$ cat src/rtl/chimera_cluster_pwr_seq_if.sv
// Control bundle between the config-register enables, the per-cluster
// axi_isolate handshakes and the cluster power/clock/reset controls.
interface chimera_cluster_pwr_seq_if #(
   parameter int unsigned NumClusters = 5
);
   logic [NumClusters-1:0] en_req_i;
   logic [NumClusters-1:0] isolated_i;
   logic [NumClusters-1:0] timeout_clr_i;
   logic [NumClusters-1:0] isolate_o;
   logic [NumClusters-1:0] clk_en_o;
   logic [NumClusters-1:0] clu_rst_no;
   logic [NumClusters-1:0] on_o;
   logic [NumClusters-1:0] busy_o;
   logic [NumClusters-1:0] timeout_o;

   modport master (
      input  en_req_i,
      input  isolated_i,
      input  timeout_clr_i,
      output isolate_o,
      output clk_en_o,
      output clu_rst_no,
      output on_o,
      output busy_o,
      output timeout_o
   );

   modport slave (
      output en_req_i,
      output isolated_i,
      output timeout_clr_i,
      input  isolate_o,
      input  clk_en_o,
      input  clu_rst_no,
      input  on_o,
      input  busy_o,
      input  timeout_o
   );
endinterface

$ cat src/rtl/chimera_cluster_pwr_seq.sv
// Per-cluster power sequencer: orders AXI isolation, clock gating and
// cluster reset so no cluster is gated or reset with traffic in flight.
module chimera_cluster_pwr_seq #(
   parameter int unsigned NumClusters   = 5,
   parameter int unsigned RstHoldCycles = 16,
   parameter int unsigned IsoTimeout    = 1024
) (
   input logic                       clk_i,
   input logic                       rst_ni,
   chimera_cluster_pwr_seq_if.master bus
);

   localparam int unsigned CntMax =
      (RstHoldCycles > IsoTimeout) ? RstHoldCycles : IsoTimeout;
   localparam int unsigned CntW = $clog2(CntMax + 1);

   localparam logic [CntW-1:0] RstLoad = CntW'(RstHoldCycles - 1);
   localparam logic [CntW-1:0] IsoLast =
      CntW'((IsoTimeout > 0) ? IsoTimeout - 1 : 0);
   localparam bit TimeoutEn = (IsoTimeout > 0);

   typedef enum logic [2:0] {
      StOff,
      StPwrup,
      StDeiso,
      StOn,
      StIso,
      StRsta
   } state_e;

   state_e          state_q [NumClusters];
   state_e          state_d [NumClusters];
   logic [CntW-1:0] cnt_q   [NumClusters];
   logic [CntW-1:0] cnt_d   [NumClusters];

   logic [NumClusters-1:0] timeout_q;
   logic [NumClusters-1:0] timeout_d;

   logic [NumClusters-1:0] iso;
   logic [NumClusters-1:0] cke;
   logic [NumClusters-1:0] rstn;
   logic [NumClusters-1:0] on;
   logic [NumClusters-1:0] busy;

   always_ff @(posedge clk_i or negedge rst_ni) begin
      if (!rst_ni) begin
         for (int i = 0; i < NumClusters; i++) begin
            state_q[i] <= StOff;
            cnt_q[i]   <= '0;
         end
         timeout_q <= '0;
      end else begin
         state_q   <= state_d;
         cnt_q     <= cnt_d;
         timeout_q <= timeout_d;
      end
   end

   logic   hs_ok;
   state_e hs_next;

   always_comb begin
      state_d   = state_q;
      cnt_d     = cnt_q;
      timeout_d = timeout_q & ~bus.timeout_clr_i;
      hs_ok     = 1'b0;
      hs_next   = StOff;
      for (int i = 0; i < NumClusters; i++) begin
         unique case (state_q[i])
            StOff: begin
               if (bus.en_req_i[i]) begin
                  state_d[i] = StPwrup;
                  cnt_d[i]   = RstLoad;
               end
            end
            StPwrup: begin
               if (cnt_q[i] == '0) begin
                  state_d[i] = StDeiso;
                  cnt_d[i]   = '0;
               end else begin
                  cnt_d[i] = cnt_q[i] - CntW'(1);
               end
            end
            StDeiso, StIso: begin
               // Both waits share one handshake/timeout path; only the
               // expected isolated_i level and the successor differ.
               if (state_q[i] == StDeiso) begin
                  hs_ok   = !bus.isolated_i[i];
                  hs_next = StOn;
               end else begin
                  hs_ok   = bus.isolated_i[i];
                  hs_next = StRsta;
               end
               if (hs_ok) begin
                  state_d[i] = hs_next;
               end else if (TimeoutEn && (cnt_q[i] == IsoLast)) begin
                  state_d[i]   = hs_next;
                  timeout_d[i] = 1'b1;
               end else if (TimeoutEn) begin
                  cnt_d[i] = cnt_q[i] + CntW'(1);
               end
            end
            StOn: begin
               if (!bus.en_req_i[i]) begin
                  state_d[i] = StIso;
                  cnt_d[i]   = '0;
               end
            end
            StRsta: begin
               state_d[i] = StOff;
            end
            default: begin
               state_d[i] = StOff;
            end
         endcase
      end
   end

   // Moore decode: reset drops in RSTA while the clock still runs.
   always_comb begin
      iso  = '1;
      cke  = '0;
      rstn = '0;
      on   = '0;
      busy = '0;
      for (int i = 0; i < NumClusters; i++) begin
         unique case (state_q[i])
            StOff:   {iso[i], cke[i], rstn[i], on[i], busy[i]} = 5'b10000;
            StPwrup: {iso[i], cke[i], rstn[i], on[i], busy[i]} = 5'b11001;
            StDeiso: {iso[i], cke[i], rstn[i], on[i], busy[i]} = 5'b01101;
            StOn:    {iso[i], cke[i], rstn[i], on[i], busy[i]} = 5'b01110;
            StIso:   {iso[i], cke[i], rstn[i], on[i], busy[i]} = 5'b11101;
            StRsta:  {iso[i], cke[i], rstn[i], on[i], busy[i]} = 5'b11001;
            default: {iso[i], cke[i], rstn[i], on[i], busy[i]} = 5'b10000;
         endcase
      end
   end

   assign bus.isolate_o  = iso;
   assign bus.clk_en_o   = cke;
   assign bus.clu_rst_no = rstn;
   assign bus.on_o       = on;
   assign bus.busy_o     = busy;
   assign bus.timeout_o  = timeout_q;

endmodule

$ cat src/flat_wrapper.sv
// flat-port wrapper written by rule: the top's interface ports become plain ports
module chimera_cluster_pwr_seq_flat 
#(
   parameter int unsigned NumClusters   = 5,
   parameter int unsigned RstHoldCycles = 16,
   parameter int unsigned IsoTimeout    = 1024
)
  (clk_i, rst_ni, bus_en_req_i, bus_isolated_i, bus_timeout_clr_i, bus_isolate_o, bus_clk_en_o, bus_clu_rst_no, bus_on_o, bus_busy_o, bus_timeout_o);
  chimera_cluster_pwr_seq_if #(.NumClusters(NumClusters)) bus_i ();
  input logic clk_i;
  input logic rst_ni;
  input wire logic [$bits(bus_i.en_req_i)-1:0] bus_en_req_i;
  input wire logic [$bits(bus_i.isolated_i)-1:0] bus_isolated_i;
  input wire logic [$bits(bus_i.timeout_clr_i)-1:0] bus_timeout_clr_i;
  output wire logic [$bits(bus_i.isolate_o)-1:0] bus_isolate_o;
  output wire logic [$bits(bus_i.clk_en_o)-1:0] bus_clk_en_o;
  output wire logic [$bits(bus_i.clu_rst_no)-1:0] bus_clu_rst_no;
  output wire logic [$bits(bus_i.on_o)-1:0] bus_on_o;
  output wire logic [$bits(bus_i.busy_o)-1:0] bus_busy_o;
  output wire logic [$bits(bus_i.timeout_o)-1:0] bus_timeout_o;
  assign bus_i.en_req_i = bus_en_req_i;
  assign bus_i.isolated_i = bus_isolated_i;
  assign bus_i.timeout_clr_i = bus_timeout_clr_i;
  assign bus_isolate_o = bus_i.isolate_o;
  assign bus_clk_en_o = bus_i.clk_en_o;
  assign bus_clu_rst_no = bus_i.clu_rst_no;
  assign bus_on_o = bus_i.on_o;
  assign bus_busy_o = bus_i.busy_o;
  assign bus_timeout_o = bus_i.timeout_o;
  chimera_cluster_pwr_seq #(.NumClusters(NumClusters), .RstHoldCycles(RstHoldCycles), .IsoTimeout(IsoTimeout)) u_core (.clk_i(clk_i), .rst_ni(rst_ni), .bus(bus_i));
endmodule
$ cat config.mk
export PLATFORM = sky130hd
export DESIGN_NAME = chimera_cluster_pwr_seq_flat
export DESIGN_NICKNAME = d
export VERILOG_FILES = /design/src/rtl/chimera_cluster_pwr_seq_if.sv /design/src/rtl/chimera_cluster_pwr_seq.sv /design/src/flat_wrapper.sv
export SDC_FILE = /design/constraint.sdc
export NUM_CORES = 1
export LEC_CHECK = 0
export BUFFER_PORTS_ARGS = -buffer_cell sky130_fd_sc_hd__buf_2
export CAP_MARGIN = 20
export CORE_AREA = 2 2 106 108
export CTS_BUF_LIST = sky130_fd_sc_hd__clkbuf_16
export DETAILED_ROUTE_END_ITERATION = 7
export DIE_AREA = 0 0 108 110
export PLACE_DENSITY = 0.78
export SYNTH_ARGS = -nofsm -noshare
export SYNTH_HDL_FRONTEND = slang
export SYNTH_SLANG_ARGS = --single-unit
$ cat constraint.sdc
create_clock -name clk_i -period 2.9 [get_ports clk_i]
set_input_delay 0.29 -clock clk_i [delete_from_list [all_inputs] [get_ports clk_i]]
set_output_delay 0.29 -clock clk_i [all_outputs]
set_load 0.01 [all_outputs]
==> impl_metrics.csv <==
group,metric,value,unit
sta,hold_viol_final,0,
placement,gp_congestion,0.948,
sta,period_minus_slack,2.56,ns
power,p_comb_share,55.5,%
sta,skew,0.00869,ns
sta,period_share,88.1,%
worst_setup_path,required,3.12,ns
floorplanning,num_rows,38,
clock_tree,cts_htree_levels,3,
clock_tree,path_clk_slew,0.06,ns
power,ir_drop,735,uV
sta,report.final.slew_viol_count,0,
finish,antenna_cells,0,
drt,wl,15500,um
worst_setup_path,critPathMaxStageDelay,0.49,ns
placement,dp.cells,953,
global_routing,grt_pass1_vias,5780,
global_routing,grt-ovfl-total,0,
global_routing,grt_max_degree,76,
drt,drt-vias-per-instance,6.33,
finish,finalNonFillerCells,971,
power,power_switching,3.89,mW
yosys,syn_area_per_cell,7.62,um^2
clock_tree,clockRootBuffer,"clkbuf_16",
clock_tree,cts_setup_buffers,0,
yosys,yosysSeqAreaShare,29.9,%
floorplanning,core_area,10700,um^2
global_routing,grt_first_pass_wirelength,25800,um
yosys,synth_cell_types,84,
placement,hpwl,10600,um
yosys,synthCells,824,
sta,rsz0062_at_grt,"false",
sta,worst_pin_slew,0.726,ns
finish,post-route-util,63.8,%
clock_tree,cts_resized,0,
yosys,yosys.area_share.simple,28.1,%
power,power.clock.fraction,16.9,%
drt,drt-initial-drc-count,588,
yosys,synth_fp_nets,851,
worst_setup_path,crit_family,"simple AND/OR/NAND/NOR gates",
worst_setup_path,path_max_fanout,17,
sta,finalSetupTns,0,ns
sta,fin_ws,0.345,ns
worst_setup_path,crit_chain,"inv_1 > ha_1 > or4b_1 > nand2b_4 > o21ai_4 > o211ai_1 > mux2_2",
yosys,synthAdderAreaFrac,1.99,%
power,seq_power_share,27.6,%
worst_setup_path,critical_path_arrival,2.77,ns
yosys,ys_warn_count,0,
drt,drc_errors,0,
sta,setup_viol_count_final,0,
power,p_leak,2.81,nW
drt,wl_per_cell,16.0,um
worst_setup_path,worstSetupPathType,"register to register",
clock_tree,numCtsBuffers,9,
clock_tree,clkLatencyLatePin,0.33,ns
power,powerDensity,1170,nW/um^2
hold_path,hold_class,"input port to register",
floorplanning,die_area,11900,um^2
power,p_int,4.07,mW
clock_tree,clock-sinks,75,
drt,via_count,6145,
placement,io_buffers,46,
yosys,synth_edf_count,0,
worst_setup_path,worstSetupEndpointType,"register",
finish,drive_above_1_share,12.0,%
drt,dr.pass1.iters,5,
clock_tree,cts-hold-fix-buffers,0,
sta,max_slew_margin,51.2,%
yosys,synthMuxAreaShare,0.678,%
drt,antenna_left,0,
power,switching_share,48.9,%
yosys,synth-main-ff-cell,"dfrtp_1",
finish,final_area,6830,um^2
yosys,synth_compound_area_share,28.6,%
floorplanning,io_pins,47,
worst_setup_path,crit_path_start_kind,"register",
clock_tree,cts_tree,"yes",
placement,placed_area,6430,um^2
floorplanning,start_util,58.7,%
yosys,netlist_area,6270,um^2
finish,nets,853,
yosys,synthXorXnorAreaFrac,3.49,%
global_routing,antenna_found_initial,0,
yosys,synth_top_family_by_area,"compound AO/OA/AOI/OAI gates",
yosys,synth_seq_cells,75,
yosys,async_flop_share,100,%
sta,fmax,391,MHz
job,cap_violations,0,
worst_setup_path,slowest_stage,"or4b_1",
global_routing,grt_usage,26.3,%
worst_setup_path,cp_num_buf_inv,1,
floorplanning,die-height,110,um
finish,syn_to_final_growth,8.81,%
placement,pre_cts_ws,0.365,ns
status,outcome,"completed",
floorplanning,die_width,108,um
clock_tree,clockBufferDepth,2,
[path summary, 6_finish.rpt]
| kind | startpoint | end | slack, ns | cells past startpoint |
|---|---|---|---|---|
| max | u_core.cnt_q[44]$_DFFE_PN0P_ | u_core.state_q[12]$_DFFE_PN0P_ | 0.34 | 7 |
| min | bus_timeout_clr_i[2] | u_core.bus.timeout_o[2]$_DFF_PN0_ | 0.14 | 2 |
| max reg2reg | u_core.cnt_q[44]$_DFFE_PN0P_ | u_core.state_q[12]$_DFFE_PN0P_ | 0.34 | 7 |
| min reg2reg | u_core.bus.timeout_o[0]$_DFF_PN0_ | u_core.bus.timeout_o[0]$_DFF_PN0_ | 0.51 | 2 |
| max in group asynchronous | rst_ni | u_core.cnt_q[23]$_DFFE_PN0P_ | 1.97 | 3 |
| min in group asynchronous | rst_ni | u_core.state_q[12]$_DFFE_PN0P_ | 0.35 | 2 |
[cell usage in the layout, fill, tap and decap left out, drive strengths merged, types with 9 or more instances in the layout]
master / synthesis / final
nand2b: 23 / 23
o22ai: 11 / 11
and3: 13 / 13
a21oi: 72 / 72
buf: 33 / 54
nand3: 34 / 34
xor2: 10 / 10
o31ai: 10 / 10
nor2b: 12 / 12
ha: 10 / 10
o2bb2ai: 9 / 9
a31oi: 11 / 11
xnor2: 15 / 15
o21ai: 72 / 72
nor2: 86 / 86
nor3: 36 / 36
dfrtp: 75 / 75
inv: 41 / 42
clkbuf: 31 / 9
nand2: 69 / 69
a22o: 9 / 9
[per-stage QoR]
stage / hold slack, ns / power (mW)
detailed placement: 0.485 / 6.50
finish: 0.141 / 7.96
global route: 0.127 / 8.59
CTS: 0.132 / 7.89
floorplan: -0.00559 / 5.51
global placement: 0.474 / 6.29
[Yosys cell counts, drive strengths merged, types with 9 or more instances]
master,instances,area share [%]
xor2,10,1.4
dfrtp,75,30
and3,13,1.3
o31ai,10,1.4
o2bb2ai,9,1.3
nor3,36,3.2
nand3,34,2.7
nand2b,23,2.4
inv,41,2.5
ha,10,2.0
a31oi,11,1.1
buf,33,2.9
xnor2,15,2.1
nor2b,12,1.2
o22ai,11,1.2
a21oi,72,5.9
o21ai,72,6.2
nor2,86,5.1
nand2,69,4.2
a22o,9,1.3
clkbuf,31,1.9
[power by group through the flow]
stage                     sequential, mW  clock (mW)  combinational, mW
after floorplan                     1.62           0               3.89
after CTS                           2.17        1.36               4.36
after detailed placement            2.18           0               4.32
final                               2.20        1.35               4.42
after global placement              2.14           0               4.15
after global routing                2.29        1.42               4.88
[per-layer routing]
layer | global-route usage [%] | vias to the layer above | routed length, um
met1 | 33.2 | 2909 | 6860
met5 | 0 | - | 0
li1 | - | 2992 | -
met3 | 3.94 | 12 | 744
met4 | 9.98 | 0 | 105
met2 | 45.7 | 232 | 7820
[registers in the layout (all words and copies together), names as in the netlist]
register and count:
u_core.state_q 15, u_core.bus.timeout_o 5, u_core.cnt_q 55
[cells by family (layout without fill, tap and decap cells)]
logic type / after synthesis / count (layout)
mux: 4 / 4
flops: 75 / 75
simple gates: 336 / 336
fa+ha+maj: 10 / 10
xor+xnor: 25 / 25
compound gates: 269 / 269
buf+inv: 105 / 112
[layout make-up]
cell class | count | area, um^2
clock buffer | 9 | 225
clock inverter | 7 | 131
fill | 912 | 3870
inverter | 41 | 154
multi-input combinational | 644 | 3940
sequential | 75 | 1880
tap | 140 | 175
timing repair buffer | 55 | 323
Power figures use the tool's default switching activity.
